### src/rtl/trap_sequencer.sv
// Trap and return sequencer: synchronises the external interrupt, arbitrates
// exceptions, mret and interrupts, and drives CSR strobes plus PC redirect requests.
module trap_sequencer (
    input  logic        clk,
    input  logic        rst_n,
    input  logic        ext_irq,
    input  logic        frc_cntr_val_leq,
    input  logic        csr_rmie,
    input  logic        csr_meie,
    input  logic        csr_mtie,
    input  logic        cpu_stat_pc,
    input  logic        cpu_stat_ex,
    input  logic        illegal_ops_ex,
    input  logic        cmd_ecall_ex,
    input  logic        cmd_ebreak_ex,
    input  logic        cmd_mret_ex,
    input  logic        pc_redirect_ack,
    output logic        g_interrupt,
    output logic        g_interrupt_1shot,
    output logic [1:0]  g_interrupt_priv,
    output logic        interrupts_in_pc_state,
    output logic        g_exception,
    output logic        trap_redirect,
    output logic        mret_redirect,
    output logic        pipe_flush,
    output logic [15:0] trap_cnt
);

    typedef enum logic [2:0] {
        IDLE,
        WAIT_PC,
        ENTER,
        REDIR,
        RET_REDIR
    } state_t;

    state_t      state_q;
    logic        sync1_q;
    logic        sync2_q;
    logic        prev_q;
    logic        irq_strobe_q;
    logic        exc_strobe_q;
    logic        trap_redir_q;
    logic        mret_redir_q;
    logic        flush_q;
    logic [15:0] trap_cnt_q;

    logic        int_pend;
    logic        exc_ev;
    logic        ret_ev;

    // Two flops for metastability, a third only to find the rising edge.
    always_ff @(posedge clk or negedge rst_n) begin
        if (!rst_n) begin
            sync1_q <= 1'b0;
            sync2_q <= 1'b0;
            prev_q  <= 1'b0;
        end else begin
            sync1_q <= ext_irq;
            sync2_q <= sync1_q;
            prev_q  <= sync2_q;
        end
    end

    assign int_pend = (sync2_q & csr_meie) | (frc_cntr_val_leq & csr_mtie);
    assign exc_ev   = cpu_stat_ex & (illegal_ops_ex | cmd_ecall_ex | cmd_ebreak_ex);
    assign ret_ev   = cpu_stat_ex & cmd_mret_ex;

    always_ff @(posedge clk or negedge rst_n) begin
        if (!rst_n) begin
            state_q      <= IDLE;
            irq_strobe_q <= 1'b0;
            exc_strobe_q <= 1'b0;
            trap_redir_q <= 1'b0;
            mret_redir_q <= 1'b0;
            flush_q      <= 1'b0;
            trap_cnt_q   <= 16'h0000;
        end else begin
            irq_strobe_q <= 1'b0;
            exc_strobe_q <= 1'b0;
            unique case (state_q)
                IDLE: begin
                    if (exc_ev) begin
                        state_q      <= REDIR;
                        trap_redir_q <= 1'b1;
                        flush_q      <= 1'b1;
                        exc_strobe_q <= illegal_ops_ex;
                    end else if (ret_ev) begin
                        state_q      <= RET_REDIR;
                        mret_redir_q <= 1'b1;
                        flush_q      <= 1'b1;
                    end else if (int_pend && csr_rmie) begin
                        state_q <= WAIT_PC;
                    end
                end
                // An exception here abandons the interrupt; IDLE re-evaluates it later.
                WAIT_PC: begin
                    if (exc_ev) begin
                        state_q      <= REDIR;
                        trap_redir_q <= 1'b1;
                        flush_q      <= 1'b1;
                        exc_strobe_q <= illegal_ops_ex;
                    end else if (!int_pend || !csr_rmie) begin
                        state_q <= IDLE;
                    end else if (cpu_stat_pc) begin
                        state_q      <= ENTER;
                        irq_strobe_q <= 1'b1;
                    end
                end
                ENTER: begin
                    state_q      <= REDIR;
                    trap_redir_q <= 1'b1;
                    flush_q      <= 1'b1;
                end
                REDIR: begin
                    if (pc_redirect_ack) begin
                        state_q      <= IDLE;
                        trap_redir_q <= 1'b0;
                        flush_q      <= 1'b0;
                        trap_cnt_q   <= trap_cnt_q + 16'h0001;
                    end
                end
                RET_REDIR: begin
                    if (pc_redirect_ack) begin
                        state_q      <= IDLE;
                        mret_redir_q <= 1'b0;
                        flush_q      <= 1'b0;
                    end
                end
                default: begin
                    state_q      <= IDLE;
                    trap_redir_q <= 1'b0;
                    mret_redir_q <= 1'b0;
                    flush_q      <= 1'b0;
                end
            endcase
        end
    end

    assign g_interrupt            = sync2_q;
    assign g_interrupt_1shot      = sync2_q & ~prev_q;
    assign g_interrupt_priv       = 2'b11;
    assign interrupts_in_pc_state = irq_strobe_q;
    assign g_exception            = exc_strobe_q;
    assign trap_redirect          = trap_redir_q;
    assign mret_redirect          = mret_redir_q;
    assign pipe_flush             = flush_q;
    assign trap_cnt               = trap_cnt_q;

endmodule

### config.mk
export PLATFORM = sky130hd
export DESIGN_NAME = trap_sequencer
export DESIGN_NICKNAME = d
export VERILOG_FILES = /design/src/rtl/trap_sequencer.sv
export SDC_FILE = /design/constraint.sdc
export NUM_CORES = 1
export LEC_CHECK = 0
export CORE_MARGIN = 4
export CORE_UTILIZATION = 35
export CTS_CLUSTER_DIAMETER = 60
export DETAILED_ROUTE_END_ITERATION = 8
export PLACE_DENSITY = 0.73
export SLEW_MARGIN = 10
export SYNTH_ARGS = -nofsm -noshare
export SYNTH_HDL_FRONTEND = slang
export SYNTH_SLANG_ARGS = --single-unit
export TNS_END_PERCENT = 5
### constraint.sdc
create_clock -name clk -period 3.4 [get_ports clk]
set_input_delay 0.34 -clock clk [delete_from_list [all_inputs] [get_ports clk]]
set_output_delay 0.34 -clock clk [all_outputs]
set_load 0.03 [all_outputs]
* After elaboration in Yosys (flattened, before gate mapping)
Index checks and enable logic that the tools add are counted.
** Operators by class
- Add/sub/neg operators :: 1
- Equality and inequality tests :: 14
- Mux-type cells :: 22
- Bitwise operators :: 11
- Reduce and logical (&&, ||, !) cells :: 13
** Operators with widths (count)
- $mux 3 :: 7
- $add 16x1->16 const B :: 1
- $pmux 3 s4 :: 1
- $mux 1 :: 11
- $ne 2x2->1 const B :: 5
- $reduce_and 3->1 :: 3
- $ne 4x4->1 const B :: 2
- $pmux 1 s4 :: 2
- $eq 3x2->1 const B :: 2
- $and 1x1->1 :: 5
- $ne 2x1->1 const B :: 2
- $reduce_and 4->1 :: 1
- $reduce_or 2->1 :: 2
- $eq 3x1->1 const B :: 1
- $eq 3x3->1 const B :: 1
- $logic_not 3->1 :: 1
- $ne 3x3->1 const B :: 1
- $not 1->1 :: 3
- $or 1x1->1 :: 3
- $pmux 1 s3 :: 1
- $reduce_or 3->1 :: 1
- $logic_not 1->1 :: 2
- $reduce_and 2->1 :: 1
- $logic_and 1x1->1 :: 1
- $logic_or 1x1->1 :: 1
** Word-level totals
- Flip-flop bits (word level) :: 27
- Input port bits :: 14
- Output and inout port bits :: 25
- Logic and storage cells :: 71

* Longest topological paths before layout
Gate-level depths: netlist of the first run.
- Depth after elaboration :: 7
- Mapped depth :: 5

* Worst setup path before layout of the first run
No wires, ideal clock.
- Path type :: flip-flop to flip-flop
- Start point :: register trap_cnt_q[11], in the netlist trap_cnt[11]
- End point :: register trap_cnt_q[15], in the netlist trap_cnt[15]
- Library setup time :: 80 ps
- Data arrival time :: 1440 ps
- Required time :: 3320 ps
- Setup slack :: 1880 ps
- Stages on the path, launching flop included :: 5
- Period minus slack after synthesis :: 1520 ps
- Cell sequence :: dfrtp_1 -> nand3_1 -> or3_1 -> nor3_2 -> xor2_1
** On the way
- Word-level cells in the longest chain between the ends :: 1
** Ends and longest elaborated chain
- from (decl) :: line 46 : logic [15:0] trap_cnt_q;
- from (signal assigned) :: line 120 : trap_cnt_q <= trap_cnt_q + 16'h0001;
- $add 16x1->16 :: line 120
Every way passes these cells.
A chain may end at the register's enable or synchronous reset.

* Worst setup path in the final report of the first run
- Start point :: register trap_cnt_q[2], in the netlist trap_cnt[2]
- End point :: output port trap_cnt[2]
** RTL lines
- to (decl) :: line 26 : output logic [15:0] trap_cnt
No word-level cell between the ends.

==> out/metrics.yaml, run 1 <==
clock_tree:
  numCtsBuffers: 3
  postCtsHoldBufs: 0
  post-cts-setup-buffers: 0
  cts-resized-gates: 0
  cts.reportedPaths.clkPinSlew_ps: 90
  ctsHtreeMaxLevel: 1
  insertion_delay_ps: 270
  clock_sinks: 27
  clk_path_buf_depth: 2
  cts_root_buf: "clkbuf_8"
  cts_tree: "built"
critical_path:
  slowest_stage: "clkdlybuf4s50_1"
  crit_buf_inv: 1
  reg2reg_to: "pipe_flush$_DFFE_PN0P_"
  cp_cell_sequence: "clkdlybuf4s50_1"
  critPathMaxStageDelay_ps: 740
  r2r_cells: 4
  crit_path_max_fanout: 5
  rrSetupSlack_ps: 1660
  cp-start-kind: "flip-flop"
  worstPathArrival_ps: 1530
  cp.required_ps: 3060
  crit_type: "flip-flop to output pin"
  r2r_start: "state_q[2]$_DFFE_PN0P_"
  crit_end: "trap_cnt[2]"
  end_kind: "output pin"
  crit_path_start: "trap_cnt[2]$_DFFE_PN0P_"
  worst-path-stages: 1
  crit_family: "buffers and inverters"
place:
  post-place-cells: 206
  hpwl_mm: 2.09
  placed_cell_area_mm2: 0.00180
  numPortBuffers: 36
  gp_congestion: 0.854
  place_ws_ps: 1360
layout:
  fillerInstances: 342
  nets: 178
  drive_gt1_share_pct: 13.6
  final_area_mm2: 0.00184
  final_cell_count_no_fill: 210
  area_delta_synth_final_pct: 29.3
  antennaDiodeCount: 0
floorplan:
  initial_core_util_pct: 37.5
  die-area_mm2: 0.00515
  rows: 22
  die-height_um: 71.8
  io_pins: 39
  dieWidth_um: 71.8
  core_mm2: 0.00380
detailed_routing:
  drc: 0
  routed_via_density: 5.02
  drt-wirelength-per-cell_um: 13.0
  postRouteWirelength_mm: 2.72
  drtPass1Iterations: 4
  vias: 1055
  drt_iter0_drc: 44
  antenna_left: 0
worst_hold_path:
  hold_depth: 0
  hold_path.class: "flip-flop to flip-flop"
  worstHoldStart: "sync1_q$_DFF_PN0_"
power:
  ir_drop_mv: 0.386
  p_leak_nw: 0.758
  p_per_area_mw_per_mm2: 599
sta:
  setup_viol: 0
  fmax_mhz: 535
  period_share_pct: 54.9
  hold_viol: 0
  finClkSkew_ps: 4.74
  final.min_clock_period_ps: 1870
  rsz0062_at_grt: "no"
  setup_ws_ps: 1530
  totalNegativeSetupSlack_ps: 0
  slew_viol_final: 0
  fin_hold_ws_ps: 354
synth:
  ys.flop_type: "dfrtp_1"
  synth_cells: 126
  ys_async_sr_fraction_pct: 100
  seq_area_frac_synth_pct: 47.5
  yosysTopAreaCellShare_pct: 47.5
  synth.avg_cell_area_um2: 11.3
  ys_ff_latch: 27
  synth.distinct_cells: 47
  yosys_warnings: 0
  synthTopCellsByArea: "dfrtp_1 (47%), xor2_1 (4.9%), xnor2_1 (4.3%)"
  synth_edf_count: 0
  synth.largest_area_cell: "dfrtp_1"
  syn_area_mm2: 0.00142
run:
  maxCapViolations: 0
grt:
  grt_first_pass_wirelength_mm: 4.73
  grt_start_max_net_pins: 28
  antenna_found_initial: 0
  overflow: 0
  track_usage_pct: 11.2
  first_global_vias: 1047
run_status:
  status: "completed"
worst min path at each step:
| stage | end |
|---|---|
| 2_1_floorplan | g_exception$_DFF_PN0_ |
| 3_3_place_gp | g_interrupt$_DFF_PN0_ |
| 3_5_place_dp | g_interrupt$_DFF_PN0_ |
| 4_1_cts | g_interrupt$_DFF_PN0_ |
| 5_1_grt | g_interrupt$_DFF_PN0_ |
| 6_report | g_interrupt$_DFF_PN0_ |
power by group:
group	internal, mW	total, mW	switching (mW)	leakage (nW)
Sequential	0.382	0.487	0.105	0.324
Combinational	0.206	0.438	0.233	0.408
Clock	0.0820	0.178	0.0956	0.0255
routing by layer:
| metal | global-route usage (%) | wire (µm) |
|---|---|---|
| met4 | 0.626 | 0 |
| met2 | 19.4 | 1280 |
| met5 | 0 | 0 |
| met3 | 3.51 | 192 |
| met1 | 14.2 | 1250 |
registers in the layout, indices dropped and copies added, names as in the netlist:
name                    count
g_exception                 1
trap_cnt                   16
pipe_flush                  1
trap_redirect               1
g_interrupt                 1
state_q                     3
mret_redirect               1
prev_q                      1
sync1_q                     1
interrupts_in_pc_state      1
placed cells by master, fill, tap and decap left out, types with 2 or more instances in the layout:
| master | n |
|---|---|
| inv_1 | 7 |
| o21ai_0 | 3 |
| nor3_1 | 3 |
| nand2_1 | 8 |
| nand3_1 | 4 |
| clkbuf_8 | 3 |
| nor3_2 | 5 |
| a21oi_2 | 2 |
| xnor2_1 | 7 |
| conb_1 | 2 |
| clkdlybuf4s50_1 | 36 |
| o31ai_1 | 2 |
| a21oi_1 | 3 |
| nor2_1 | 8 |
| nand4_4 | 2 |
| dfrtp_1 | 27 |
| xor2_1 | 8 |
cell usage after synthesis, types with 2 or more instances:
library cell	instances
a21oi_1	3
a21oi_2	2
buf_4	2
buf_6	4
dfrtp_1	27
inv_1	7
nand2_1	8
nand3_1	4
nand4_4	2
nor2_1	8
nor3_1	3
nor3_2	5
o21ai_0	3
o31ai_1	2
xnor2_1	7
xor2_1	8
worst reg2reg max path: stages (launching register included):
cell and delay (ps):
dfrtp_1 610, or3b_1 400, a21oi_2 180, nand2b_1 130
mux2_1 320
area by class of cell:
cell class	count	area (µm²)	area share, %
inverters	7	26.3	1.43
clock buffers	3	41.3	2.24
repair buffers	37	368	20.0
clock inverters	1	5.00	0.272
well taps	48	60.1	3.26
flip-flops and latches	27	676	36.7
multi-input cells	87	666	36.1
stage by stage:
stage,util [%],power [mW]
detailed placement,47.3,0.935
global placement,47.3,0.915
floorplan,-,0.793
CTS,48.5,1.12
global route,48.5,1.18
finish,48.5,1.10
kinds of logic after synthesis:
family | after synthesis | share of synthesized area, %
buffers and inverters | 13 | 6.06
AO/OA/AOI/OAI | 22 | 12.0
XOR/XNOR | 15 | 9.23
adder cells (fa/ha/maj) | 1 | 0.879
flip-flops | 27 | 47.5
multiplexers | 2 | 1.58
AND/OR/NAND/NOR | 45 | 22.6
other | 1 | 0.263
(Power assumes the default switching activity.)
==> inputs of run 2 (changes only) <==
==> constraint.sdc (replaced) <==
create_clock -name clk -period 2 [get_ports clk]
set_input_delay 0.2 -clock clk [delete_from_list [all_inputs] [get_ports clk]]
set_output_delay 0.2 -clock clk [all_outputs]
set_load 0.03 [all_outputs]
==> run 2 against run 1 <==
  * Final cell count rose by 0.95%
  * Via count is 3.3% higher
  * Sequential share of layout area fell by 0.35 points
  * Sequential cell count is the same
  * Clock power is 77% higher
==> out/metrics.yaml, run 2 (synthesized netlist as in run 1, its figures left out) <==
sta:
  fmax_mhz: 568
  fin_hold_ws_ps: 303  # -50.8 ps
  totalNegativeSetupSlack_ps: 0  # unchanged
  setup_viol: 0  # unchanged
  period_share_pct: 88.1
  rsz0062_at_grt: "no"
  hold_viol: 0  # unchanged
  slew_viol_final: 0  # unchanged
  final.min_clock_period_ps: 1760
  finClkSkew_ps: 2.17  # -2.57 ps
critical_path:
  reg2reg_to: "trap_cnt[11]$_DFFE_PN0P_"
  crit_path_start: "state_q[0]$_DFFE_PN0P_"
  end_kind: "flip-flop"
  r2r_cells: 4  # unchanged
  cp.required_ps: 2200  # -860 ps
  crit_path_max_fanout: 13  # +8
  r2r_start: "state_q[0]$_DFFE_PN0P_"
  worstPathArrival_ps: 1960  # +430 ps
  rrSetupSlack_ps: 240  # -1420 ps
  crit_type: "flip-flop to flip-flop"
  cp-start-kind: "flip-flop"
  crit_end: "trap_cnt[11]$_DFFE_PN0P_"
detailed_routing:
  drt-wirelength-per-cell_um: 13.5  # +3.8%
  drt_iter0_drc: 74  # +68%
  routed_via_density: 5.14  # +2.3%
  drc: 0  # unchanged
  drtPass1Iterations: 4  # unchanged
  vias: 1090  # +3.3%
  postRouteWirelength_mm: 2.85  # +4.8%
  antenna_left: 0  # unchanged
run_status:
  status: "completed"
layout:
  fin_util_pct: 48.9  # +0.46 points
  fillerInstances: 341  # -0.29%
  antennaDiodeCount: 0  # unchanged
  drive_gt1_share_pct: 14.6  # +1.1 points
  nets: 180  # +1.1%
  largest_register_ffs: 16  # unchanged
  final_common_cell: "clkdlybuf4s50_1"
  area_delta_synth_final_pct: 30.6
  mostFrequentLayoutCells: "clkdlybuf4s50_1 (36), dfrtp_1 (27), nand2_1 (8), xor2_1 (8), nor2_1 (8)"
clock_tree:
  cts_root_buf: "clkbuf_8"
  cts-resized-gates: 0  # unchanged
  clock_sinks: 27  # unchanged
  insertion_delay_ps: 270  # about the same
  numCtsBuffers: 3  # unchanged
  cts_tree: "built"
  cts.reportedPaths.clkPinSlew_ps: 90  # about the same
  clk_path_buf_depth: 2  # unchanged
  post-cts-setup-buffers: 0  # unchanged
  ctsHtreeMaxLevel: 1  # unchanged
  postCtsHoldBufs: 0  # unchanged
floorplan:
  io_pins: 39  # unchanged
  die-area_mm2: 0.00515  # unchanged
  initial_core_util_pct: 37.5  # unchanged
  dieWidth_um: 71.8  # unchanged
  core_mm2: 0.00380  # unchanged
  rows: 22  # unchanged
  die-height_um: 71.8  # unchanged
power:
  p_leak_nw: 0.764  # +0.76%
  p_per_area_mw_per_mm2: 1020  # +70%
  finalPower_mw: 1.89  # +71%
  ir_drop_mv: 0.741  # +92%
grt:
  first_global_vias: 1119  # +6.9%
  overflow: 0  # unchanged
  grt_start_max_net_pins: 28  # unchanged
  track_usage_pct: 12.2  # +1.1 points
  grt_first_pass_wirelength_mm: 5.19  # +9.6%
  antenna_found_initial: 0  # unchanged
worst_hold_path:
  hold_path.class: "input pin to async pin"
place:
  numPortBuffers: 36  # unchanged
  gp_congestion: 0.858  # +0.52%
  hpwl_mm: 2.17  # +3.8%
run:
  maxCapViolations: 0  # unchanged
run 2: cell count changes in the layout (fill, tap and decap cells not counted):
cell	previous run	this run
clkinv_2	1	0
clkinvlp_4	0	1
buf_4	1	3
run 2: layer usage:
metal,track usage [%],wire [µm],vias up
li1,-,-,518
met1,15.7,1280,529
met2,21.3,1390,41
met3,3.51,181,2
met4,0.626,6,0
met5,0,0,-
run 2: through the flow:
step | setup slack, ps | instance area, µm² | cells
finish | 238 | 1860 | 212
global route | 30.7 | 1860 | 212
CTS | 234 | 1860 | 212
detailed placement | 115 | 1810 | 208
global placement | 153 | 1810 | 208
floorplan | 480 | 1430 | 127
run 2: how the worst min path moves through the flow:
stage	to	slack, ps	depth (start not counted)
2_1_floorplan	g_exception$_DFF_PN0_	-100	0
3_3_place_gp	g_interrupt$_DFF_PN0_	330	0
3_5_place_dp	g_interrupt$_DFF_PN0_	340	0
4_1_cts	g_exception$_DFF_PN0_	310	2
5_1_grt	trap_cnt[6]$_DFFE_PN0P_	340	2
6_report	trap_cnt[6]$_DFFE_PN0P_	300	2
run 2: final cells by class:
type | count | area (µm²) | area share [%]
clock buffers | 3 | 41.3 | 2.22
clock inverters | 1 | 7.51 | 0.404
inverters | 7 | 26.3 | 1.41
multi-input cells | 87 | 666 | 35.8
flip-flops and latches | 27 | 676 | 36.3
well taps | 48 | 60.1 | 3.23
repair buffers | 39 | 383 | 20.6
run 2: critical path: stages (launching register included):
cell     delay [ps]
dfrtp_1         610
and4b_1         490
nand4_4         200
nor3_2          220
xor2_1          170
run 2: power by group:
| group | switching (mW) | internal (mW) | leakage (nW) |
|---|---|---|---|
| clock | 0.174 | 0.141 | 0.0217 |
| combinational | 0.401 | 0.351 | 0.418 |
| sequential | 0.175 | 0.648 | 0.324 |
